[src/rtl/rle_decode.sv]
`timescale 1ns/1ps
`default_nettype none
// ============================================================================
// Module   : rle_decode
// Purpose  : Run-length decoder. It reads packed (byte, count) pairs from the
//            shared SRAM, two pairs per 32-bit word with the earlier pair in
//            the low half. It expands each pair into `count` copies of `byte`
//            and writes the result back through the same port, packing four
//            bytes per word big-endian.
// Ports    : clk             - single clock (also forwarded as port_A_clk)
//            nreset          - synchronous reset, active-high
//            start           - decode request, honoured in IDLE/DONE only
//            rle_addr        - byte address of first compressed word
//            rle_size        - compressed length in bytes (even)
//            message_addr    - byte address of decoded output
//            port_A_data_out - SRAM read data
//            message_size    - decoded length in bytes (valid with done)
//            done            - decode complete
//            port_A_clk/addr/data_in/we - SRAM port A
// Revision : 1.0 - initial release
// ============================================================================
module rle_decode (
    input  logic        clk,
    input  logic        nreset,
    input  logic        start,
    input  logic [31:0] rle_addr,
    input  logic [31:0] rle_size,
    input  logic [31:0] message_addr,
    input  logic [31:0] port_A_data_out,
    output logic [31:0] message_size,
    output logic        done,
    output logic        port_A_clk,
    output logic [15:0] port_A_addr,
    output logic [31:0] port_A_data_in,
    output logic        port_A_we
);

    typedef enum logic [2:0] {
        S_IDLE    = 3'd0,
        S_RD_ADDR = 3'd1,
        S_RD_WAIT = 3'd2,
        S_LOAD    = 3'd3,
        S_EXPAND  = 3'd4,
        S_WR      = 3'd5,
        S_FLUSH   = 3'd6,
        S_DONE    = 3'd7
    } state_t;

    state_t      r_state;
    state_t      w_state_next;
    state_t      r_resume;      // where WR returns to once the word is out
    state_t      w_after;       // successor once the current pair ends
    state_t      w_expand_next;

    logic [31:0] r_rd_ptr;
    logic [31:0] r_wr_ptr;
    logic [31:0] r_rle_size;
    logic [31:0] r_used;        // compressed bytes consumed before current pair
    logic [31:0] r_word;
    logic [31:0] r_pack;
    logic [31:0] r_msg_size;
    logic        r_half;        // 0 = low pair of r_word, 1 = high pair
    logic [7:0]  r_count;       // copies still to emit for the current pair
    logic [1:0]  r_lane;

    logic        w_start_ok;
    logic [7:0]  w_cur_byte;
    logic [31:0] w_pack_next;

    // Pair scanner: starting at a given half of a word, finds the next pair
    // with a non-zero count so zero-count pairs cost no cycles.
    // w_scan_start: 0 = try low pair first, 1 = high pair only, 2 = none left.
    logic [31:0] w_scan_word;
    logic [1:0]  w_scan_start;
    logic [31:0] w_scan_used_in;
    logic [31:0] w_scan_used;
    logic        w_found;
    logic        w_found_half;
    logic [7:0]  w_found_count;

    // Only the low 16 pointer bits reach the port; the rest just wrap.
    logic        w_unused;
    assign w_unused = ^{r_rd_ptr[31:16], r_wr_ptr[31:16]};

    assign port_A_clk   = clk;
    assign done         = (r_state == S_DONE);
    assign message_size = r_msg_size;

    assign w_start_ok  = start && ((r_state == S_IDLE) || (r_state == S_DONE));
    assign w_cur_byte  = r_half ? r_word[31:24] : r_word[15:8];
    // Lane 0 lands in [31:24]; (3 - lane) equals ~lane for a 2-bit lane.
    assign w_pack_next = r_pack | ({24'h0, w_cur_byte} << {~r_lane, 3'b000});

    // Scanner input selection
    always_comb begin
        w_scan_word    = r_word;
        w_scan_start   = 2'd2;
        w_scan_used_in = r_used + 32'd2;
        if (r_state == S_LOAD) begin
            w_scan_word    = port_A_data_out;
            w_scan_start   = 2'd0;
            w_scan_used_in = r_used;
        end else if (!r_half) begin
            w_scan_start = 2'd1;
        end
    end

    // Pair scanner
    always_comb begin
        w_found      = 1'b0;
        w_found_half = 1'b0;
        w_scan_used  = w_scan_used_in;
        if (w_scan_start == 2'd0) begin
            if (w_scan_word[7:0] != 8'd0) begin
                w_found = 1'b1;
            end else begin
                w_scan_used = w_scan_used + 32'd2;
            end
        end
        // The high pair exists only while compressed bytes remain.
        if (!w_found && (w_scan_start != 2'd2) && (w_scan_used < r_rle_size)) begin
            if (w_scan_word[23:16] != 8'd0) begin
                w_found      = 1'b1;
                w_found_half = 1'b1;
            end else begin
                w_scan_used = w_scan_used + 32'd2;
            end
        end
        w_found_count = w_found_half ? w_scan_word[23:16] : w_scan_word[7:0];
        if (w_found) begin
            w_after = S_EXPAND;
        end else if (w_scan_used >= r_rle_size) begin
            w_after = S_FLUSH;
        end else begin
            w_after = S_RD_ADDR;
        end
        w_expand_next = (r_count == 8'd1) ? w_after : S_EXPAND;
    end

    // State register
    always_ff @(posedge clk) begin
        if (nreset) begin
            r_state <= S_IDLE;
        end else begin
            r_state <= w_state_next;
        end
    end

    // Next state and SRAM port drive
    always_comb begin
        w_state_next   = r_state;
        port_A_we      = 1'b0;
        port_A_addr    = 16'h0;
        port_A_data_in = 32'h0;
        case (r_state)
            S_IDLE, S_DONE: begin
                if (start) begin
                    w_state_next = (rle_size == 32'd0) ? S_DONE : S_RD_ADDR;
                end
            end
            S_RD_ADDR: begin
                port_A_addr  = r_rd_ptr[15:0];
                w_state_next = S_RD_WAIT;
            end
            // Address held through the wait and capture cycles so the SRAM
            // output stays on the same word until it is latched.
            S_RD_WAIT: begin
                port_A_addr  = r_rd_ptr[15:0];
                w_state_next = S_LOAD;
            end
            S_LOAD: begin
                port_A_addr  = r_rd_ptr[15:0];
                w_state_next = w_after;
            end
            S_EXPAND: begin
                w_state_next = (r_lane == 2'd3) ? S_WR : w_expand_next;
            end
            S_WR: begin
                port_A_we      = 1'b1;
                port_A_addr    = r_wr_ptr[15:0];
                port_A_data_in = r_pack;
                w_state_next   = r_resume;
            end
            S_FLUSH: begin
                if (r_lane != 2'd0) begin
                    port_A_we      = 1'b1;
                    port_A_addr    = r_wr_ptr[15:0];
                    port_A_data_in = r_pack;
                end
                w_state_next = S_DONE;
            end
            default: w_state_next = S_IDLE;
        endcase
    end

    // Datapath
    always_ff @(posedge clk) begin
        if (nreset) begin
            r_rd_ptr   <= 32'h0;
            r_wr_ptr   <= 32'h0;
            r_rle_size <= 32'h0;
            r_used     <= 32'h0;
            r_word     <= 32'h0;
            r_pack     <= 32'h0;
            r_msg_size <= 32'h0;
            r_half     <= 1'b0;
            r_count    <= 8'h0;
            r_lane     <= 2'd0;
            r_resume   <= S_IDLE;
        end else begin
            case (r_state)
                S_IDLE, S_DONE: begin
                    if (w_start_ok) begin
                        r_rd_ptr   <= rle_addr;
                        r_wr_ptr   <= message_addr;
                        r_rle_size <= rle_size;
                        r_used     <= 32'h0;
                        r_pack     <= 32'h0;
                        r_msg_size <= 32'h0;
                        r_lane     <= 2'd0;
                    end
                end
                S_LOAD: begin
                    r_word   <= port_A_data_out;
                    r_rd_ptr <= r_rd_ptr + 32'd4;
                    r_used   <= w_scan_used;
                    r_half   <= w_found_half;
                    r_count  <= w_found_count;
                end
                S_EXPAND: begin
                    r_pack     <= w_pack_next;
                    r_lane     <= r_lane + 2'd1;
                    r_msg_size <= r_msg_size + 32'd1;
                    r_resume   <= w_expand_next;
                    if (r_count == 8'd1) begin
                        r_used  <= w_scan_used;
                        r_half  <= w_found_half;
                        r_count <= w_found_count;
                    end else begin
                        r_count <= r_count - 8'd1;
                    end
                end
                S_WR: begin
                    r_wr_ptr <= r_wr_ptr + 32'd4;
                    r_pack   <= 32'h0;
                    r_lane   <= 2'd0;
                end
                S_FLUSH: begin
                    if (r_lane != 2'd0) begin
                        r_wr_ptr <= r_wr_ptr + 32'd4;
                        r_pack   <= 32'h0;
                        r_lane   <= 2'd0;
                    end
                end
                default: begin
                end
            endcase
        end
    end

endmodule
`default_nettype wire

[config.mk]
export PLATFORM = sky130hd
export DESIGN_NAME = rle_decode
export DESIGN_NICKNAME = d
export VERILOG_FILES = /design/src/rtl/rle_decode.sv
export SDC_FILE = /design/constraint.sdc
export NUM_CORES = 1
export LEC_CHECK = 0
export ABC_AREA = 0
export CAP_MARGIN = 30
export CORE_MARGIN = 2
export CORE_UTILIZATION = 40
export DETAILED_ROUTE_END_ITERATION = 16
export GPL_TIMING_DRIVEN = 1
export PLACE_DENSITY_LB_ADDON = 0.3
export REMOVE_ABC_BUFFERS = 1
export SLEW_MARGIN = 15
export SYNTH_ARGS = -nofsm -noshare
export SYNTH_HDL_FRONTEND = slang
export SYNTH_SLANG_ARGS = --single-unit
[constraint.sdc]
create_clock -name clk -period 16.1 [get_ports clk]
set_input_delay 3.22 -clock clk [delete_from_list [all_inputs] [get_ports clk]]
set_output_delay 3.22 -clock clk [all_outputs]
set_load 0.1 [all_outputs]
-- Word level (Yosys, flattened, before mapping)
Cells that the tools add are included.
- add/sub/neg operators: 8
- magnitude comparators: 2
- equal/unequal tests: 14
- shift-type cells: 1
- muxes and demuxes: 47
- bitwise operators: 2
- reduce and logical (&&, ||, !) cells: 26
- operators by type and width (cell ; count):
    32-bit two-way mux ; 12
    32-bit one-hot mux with 2 select lines ; 3
    32-bit one-hot mux with 3 select lines ; 2
    32-bit one-hot mux with 4 select lines ; 1
    32-bit by 2-bit adder with 32-bit output, second input constant ; 3
    32-bit by 3-bit adder with 32-bit output, second input constant ; 2
    16-bit one-hot mux with 3 select lines ; 1
    32-bit by 1-bit adder with 32-bit output, second input constant ; 1
    32-bit >= comparator ; 1
    32-bit zero test ; 1
    32-bit less-than comparator ; 1
    32-bit bitwise OR ; 1
    8-bit by 5-bit << shifter with 32-bit output ; 1
    24-bit two-way mux ; 1
    8-bit two-way mux ; 3
    3-bit one-hot mux with 7 select lines ; 1
    3-bit two-way mux ; 6
    16-bit two-way mux ; 1
    8-bit one-hot mux with 2 select lines ; 1
    8-bit nonzero test ; 2
    3-bit == test, second input constant ; 4
    2-bit != test, second input constant ; 5
    3-bit AND reduction ; 3
    8-bit by 1-bit == test with 1-bit output, second input constant ; 1
    other kinds (21) ; 42
- register bits after elaboration: 241
- bits of input ports: 131
- output and inout port bits: 83
- word-level logic and storage cells: 113

-- Longest topological paths before layout
Gate-level depths: netlist of the first run.
- depth after elaboration: 15
- mapped depth: 40

==> summary.txt, run 1 <==
Worst setup path
  • Slowest stage delay, CP: 0.95 ns
  • FF-to-FF Start: r_state[2]
  • CP required: approximately 13 ns
  • Crit path cell chain: clkbuf_16 -> clkbuf_16 -> clkdlybuf4s50_1
  • RR Endpoint: r_state[0]
  • Crit path top cell by count: clkbuf_16
  • Worst EP arrival: between 9 and 10 ns
  • R2R setup slack: approximately 5.5 ns
  • Reg2reg path depth: 32
  • Worst setup SP type: clock port
  • Worst Setup End Kind: output pin
  • Crit path kind: clock port to output pin
  • CP max FO: 2
  • Slowest-stage cell, CP: clkdlybuf4s50_1

Hold path
  • Hold EP: r_word[12]
  • Hold Path Stages: 2
  • Worst Hold Class: flop to flop
  • HP Start: r_word[12]

Synth
  • Syn_area_per_cell: approximately 7.6 um2
  • Ys async rst share: 0%
  • Share of the synthesized area in the top cell type: between 30% and 40%
  • Seq/Total Area, Yosys: approximately a third
  • Post-synth EDFFs: 0
  • Post-synth top flop: dfxtp_1
  • Yosys reg bits: about 210
  • Largest area contributor in the netlist: dfxtp_1
  • Mapped Area: roughly 0.013 mm2
  • Yosys warning count: 0
  • Top cells by area, synth: dfxtp_1 (32%), ha_1 (6.9%), nand2_1 (6.8%)
  • Post-Synthesis Cells: about 1700
  • Synth unique cells: between 70 and 80

Die
  • Ports: ~210
  • Initial core utilization: approximately two fifths
  • Die width: between 150 and 200 um
  • FP Rows: 66
  • Core area: about 0.032 mm2
  • Die Ht: around 180 um
  • DIE AREA: 0.03412 mm2

Pwr
  • Peak VDD IR: about 0.00016 V
  • P per Cell Area: 90.59 mW/mm2
  • Leak pwr: roughly 5.8 nW

Routing
  • DR top layer: met5
  • DRC: 0
  • Vias: around 13000
  • Routed wire length: around 40 mm
  • Met3 Wirelength: about 2.8 mm
  • Routed Antenna Nets: 0
  • Met1 WL: around 18 mm
  • DR iter-0 viols: 1026
  • Met2 routed WL: about 18 mm
  • WL/cell: between 15 and 20 um
  • Number of detailed-route iterations in the first pass: 8
  • Via density: about 5.7

Clock network
  • Worst-Skew Late Latency: approximately 0.63 ns
  • Hold-fix buffers, CTS: 0
  • Clock transition at path regs: ~0.060 ns
  • CTS tree: yes
  • Post-CTS setup buffers: 0
  • CTS resizes: 0

Final layout
  • Layout Nets: 2054
  • Area delta synth->final: 23.93%
  • Layout cells sized above 1: between 6 and 7%
  • Commonest cells after routing, fill and taps aside: nand2_1 (238), dfxtp_1 (208), clkdlybuf4s50_1 (180)
  • Commonest non-fill, non-tap cell in the layout: nand2_1
  • # fillers: 3172
  • Final non-filler cell total: 2307

STA
  • Hold Violations, Final: 0
  • Clk_skew: roughly 0.019 ns
  • Final setup viols: 0
  • Final Slew Violations: 0
  • Setup ws final: 3.629 ns
  • TNS Setup: 0 ns
  • RSZ-0062 raised after global routing: false
  • Worst slew pin tran: between 1 and 1.5 ns
  • Worst rel slew slack: 30.87%

Place
  • Placed Cells: between 2000 and 2500
  • DP HPWL: approximately 29 mm
  • DP Worst Slack: 3.471 ns
  • GP Congestion: 0.9095
  • Buffers on Ports: 181

Status
  • Outcome: completed

Global route
  • Gr ovfl total: 0
  • Antenna violations before repair: 2
  • Vias in the first global route: between 10000 and 15000
  • Overall routing resource usage: a little under a quarter
  • Largest net degree at the start of global routing: 83
  • First-pass GRT wire length: between 60 and 70 mm

Run
  • Number of max-cap violations: 0
-- how the worst max path moves through the flow --
stage                             from          to  depth (start not counted)
finish                             clk  port_A_clk                          3
detailed placement  port_A_data_out[0]  r_state[0]                         33
floorplan                          clk  port_A_clk                          0
CTS                                clk  port_A_clk                          3
global placement    port_A_data_out[0]  r_state[0]                         33
global route        port_A_data_out[0]  r_state[0]                         33
-- report_power, final --
| part | switching [mW] | internal (mW) | total, mW |
|---|---|---|---|
| registers | 0.0252 | 0.541 | 0.566 |
| logic | 0.185 | 0.108 | 0.292 |
| clock network | 0.238 | 0.370 | 0.608 |
| total | 0.448 | 1.02 | 1.47 |
-- per-stage QoR --
stage	area [um2]	hold WS (ns)	total power, mW	utilization, %
after CTS	16140	0.4515	1.474	49.85
after detailed placement	15280	0.4428	0.8895	47.21
after floorplan	12670	0.4255	0.7552	-
after global routing	16190	0.4722	1.531	50.00
after global placement	15170	0.4391	0.8792	46.86
final	16190	0.4521	1.467	50.01
-- worst max-delay path, delay by kind of cell --
family | cells | cell delay, ns
buffers and inverters | 3 | 1.20
-- final cells by class --
class / count / area (um2) / share of cell area (%)
Multi-Input combinational cell: 1351 / 8330 / 51.46
Sequential cell: 208 / 4164 / 25.72
Timing Repair Buffer: 206 / 2062 / 12.74
Clock buffer: 33 / 743.2 / 4.591
Tap cell: 442 / 553.0 / 3.416
Inverter: 57 / 214.0 / 1.322
Clock inverter: 9 / 120.1 / 0.7419
Antenna cell: 1 / 2.502 / 0.01546
-- cells by family (layout without fill, tap and decap cells) --
group           Yosys count  count (layout)  share of synthesized area [%]
xor+xnor                 83              83                          5.708
other cells               0               1                              0
buf+inv                 157             305                          4.616
mux                      20              20                          2.098
compound gates          425             425                          20.74
simple gates            751             751                          28.07
flops                   208             208                          31.87
fa+ha+maj                72              72                          6.896
-- cells in the mapped netlist, drive strengths merged (9+ instances only) --
cell type / n
a211oi: 13
a21o: 15
a21oi: 168
a22o: 30
a22oi: 32
a31oi: 17
and2: 45
and3: 28
buf: 21
clkbuf: 79
dfxtp: 208
ha: 72
inv: 57
mux2: 9
nand2: 238
nand2b: 12
nand3: 75
nand4: 36
nor2: 161
nor3: 44
nor4: 38
o211ai: 11
o21a: 10
o21ai: 61
o31ai: 10
or2: 20
xnor2: 61
xor2: 22
-- flip-flops by register name (all words and copies together) (netlist names) --
register and cells:
r_state 3, r_half 1, r_rle_size 32, r_resume 3, r_rd_ptr 16, r_used 31
message_size 32, r_lane 2, r_wr_ptr 16, r_word 32, r_pack 32, r_count 8
-- layer usage --
layer	track usage, %	up-vias
met5	0	-
met4	6.190	4
met3	4.703	66
met2	37.89	441
met1	30.65	6202
li1	-	6461
(Power assumes the default switching activity.)
==> run 2: changes to the inputs <==
- clock period: 16.1 -> 12.87 ns (I/O delays scaled with it)
==> summary.txt, run 2 (same netlist as run 1, synthesis figures left out) <==
Die
  • Die Ht: 184.7 um (unchanged)
  • Core area: 0.03237 mm2 (unchanged)
  • Ports: 214 (unchanged)
  • DIE AREA: 0.03412 mm2 (unchanged)
  • Initial core utilization: 40.36% (unchanged)
  • FP Rows: 66 (unchanged)
  • Die width: 184.7 um (unchanged)

Run
  • Number of max-cap violations: 0 (unchanged)

Pwr
  • Peak VDD IR: 0.0001608 V (-1.6%)
  • P per Cell Area: 110.8 mW/mm2 (+22%)
  • Total Power: 1.786 mW (+22%)
  • Leak pwr: 5.781 nW (-0.93%)

STA
  • Max Clk Rate: approximately 0.09 GHz
  • Final setup viols: 0 (unchanged)
  • Clk_skew: 0.01007 ns (-0.008707 ns)
  • RSZ-0062 raised after global routing: false
  • Final Slew Violations: 0 (unchanged)
  • Minimum clock period: between 10 and 15 ns
  • Min Hold Slack: 0.4527 ns (+0.0005540 ns)
  • Worst rel slew slack: 31.19% (+0.33 points)
  • TNS Setup: 0 ns (unchanged)
  • Setup ws final: 2.030 ns (-1.599 ns)
  • Worst slew pin tran: 1.029 ns (-0.004895 ns)
  • Fin crit share: 84.22%
  • Hold Violations, Final: 0 (unchanged)

Global route
  • Gr ovfl total: 0 (unchanged)
  • Vias in the first global route: 12238 (-0.49%)
  • First-pass GRT wire length: 63.24 mm (-1.7%)
  • Antenna violations before repair: 2 (unchanged)
  • Largest net degree at the start of global routing: 89 (+7.2%)
  • Overall routing resource usage: 22.61% (-0.41 points)

Final layout
  • Commonest cells after routing, fill and taps aside: nand2_1 (238), dfxtp_1 (208), clkdlybuf4s50_1 (180)
  • Final non-filler cell total: 2307 (unchanged)
  • Commonest non-fill, non-tap cell in the layout: nand2_1
  • Design Area, Final: 0.01612 mm2 (-0.45%)
  • Utilization after layout: 49.79% (-0.22 points)
  • Layout Nets: 2054 (unchanged)
  • Area delta synth->final: 23.37%
  • # fillers: 3213 (+1.3%)
  • Layout cells sized above 1: 5.958% (-0.37 points)

Clock network
  • Hold-fix buffers, CTS: 0 (unchanged)
  • Post-CTS setup buffers: 0 (unchanged)
  • Worst-Skew Late Latency: 0.61 ns (-0.02 ns)
  • CTS resizes: 0 (unchanged)
  • Clock transition at path regs: 0.06 ns (about the same)
  • CTS tree: yes

Worst setup path
  • Worst Setup End Kind: flop
  • CP required: 13.39 ns (+0.51 ns)
  • Crit path kind: primary input to flop
  • Slowest-stage cell, CP: nor3_1
  • Worst EP arrival: 11.36 ns (+2.11 ns)
  • Slowest stage delay, CP: 0.72 ns (-0.23 ns)
  • Worst setup SP type: primary input
  • CP max FO: 7 (+5)

Routing
  • DR iter-0 viols: 1044 (+1.8%)
  • Number of detailed-route iterations in the first pass: 5 (-3)
  • Vias: 13133 (-0.31%)
  • DRC: 0 (unchanged)
  • Routed Antenna Nets: 0 (unchanged)
  • Routed wire length: 39.66 mm (-0.97%)
  • WL/cell: 17.19 um (-0.97%)
  • Via density: 5.693 (-0.31%)

Place
  • DP HPWL: 29.12 mm (-1.2%)
  • DP Worst Slack: 1.561 ns (-1.909 ns)
  • Placed instance area: 0.01527 mm2 (about the same)
  • Placed Cells: 2262 (unchanged)
  • Buffers on Ports: 181 (unchanged)
  • GP Congestion: 0.9474 (+4.2%)

Hold path
  • Worst Hold Class: flop to flop

Status
  • Outcome: completed
==> run 2: changes by cell type in the layout (fill, tap and decap cells not counted), sizes merged <==
cell / before / now
clkbuf: 32 / 33
inv: 57 / 58
bufinv: 3 / 2
clkinv: 6 / 2
diode: 1 / 2
clkinvlp: 0 / 2
==> run 2: power by group <==
group	switching, mW	total (mW)	leakage, nW	internal (mW)
sequential	0.0314	0.708	1.69	0.677
combinational	0.229	0.363	3.71	0.134
clock	0.296	0.715	0.380	0.419
total	0.557	1.79	5.78	1.23
==> run 2: layer usage <==
layer	part of all wire [%]	global-route usage (%)	wire length (um)	vias up
li1	-	-	-	6444
met4	2.1	5.810	841	2
met5	0.033	0	13	-
met2	46	37.01	18170	455
met3	7.3	4.683	2904	56
met1	45	30.33	17740	6176
==> run 2: final cells by class <==
class / count / area, um2 / area share, %
antenna: 2 / 5.005 / 0.03105
clock inverter: 7 / 97.59 / 0.6055
clock buffer: 34 / 696.9 / 4.324
tap: 442 / 553.0 / 3.431
inverter: 57 / 214.0 / 1.328
sequential: 208 / 4164 / 25.84
multi-input combinational: 1351 / 8330 / 51.69
timing repair buffer: 206 / 2056 / 12.76
==> run 2: critical path: cells and delay by family <==
kind	cells	cell delay (ns)
and+or+nand+nor	17	5.23
AOI/OAI and AO/OA	8	1.51
buffers and inverters	3	0.87
adders and majority gates	2	0.63
xor gates and xnor gates	2	0.56
==> run 2: final timing paths <==
check	end	depth (start not counted)	slack [ns]	start
setup / recovery	r_state[0]	32	2.03	port_A_data_out[0]
setup reg to reg	r_state[0]	32	3.13	r_state[2]
hold reg to reg	r_rd_ptr[0]	2	0.45	r_rd_ptr[0]
hold / removal	r_rd_ptr[0]	2	0.45	r_rd_ptr[0]
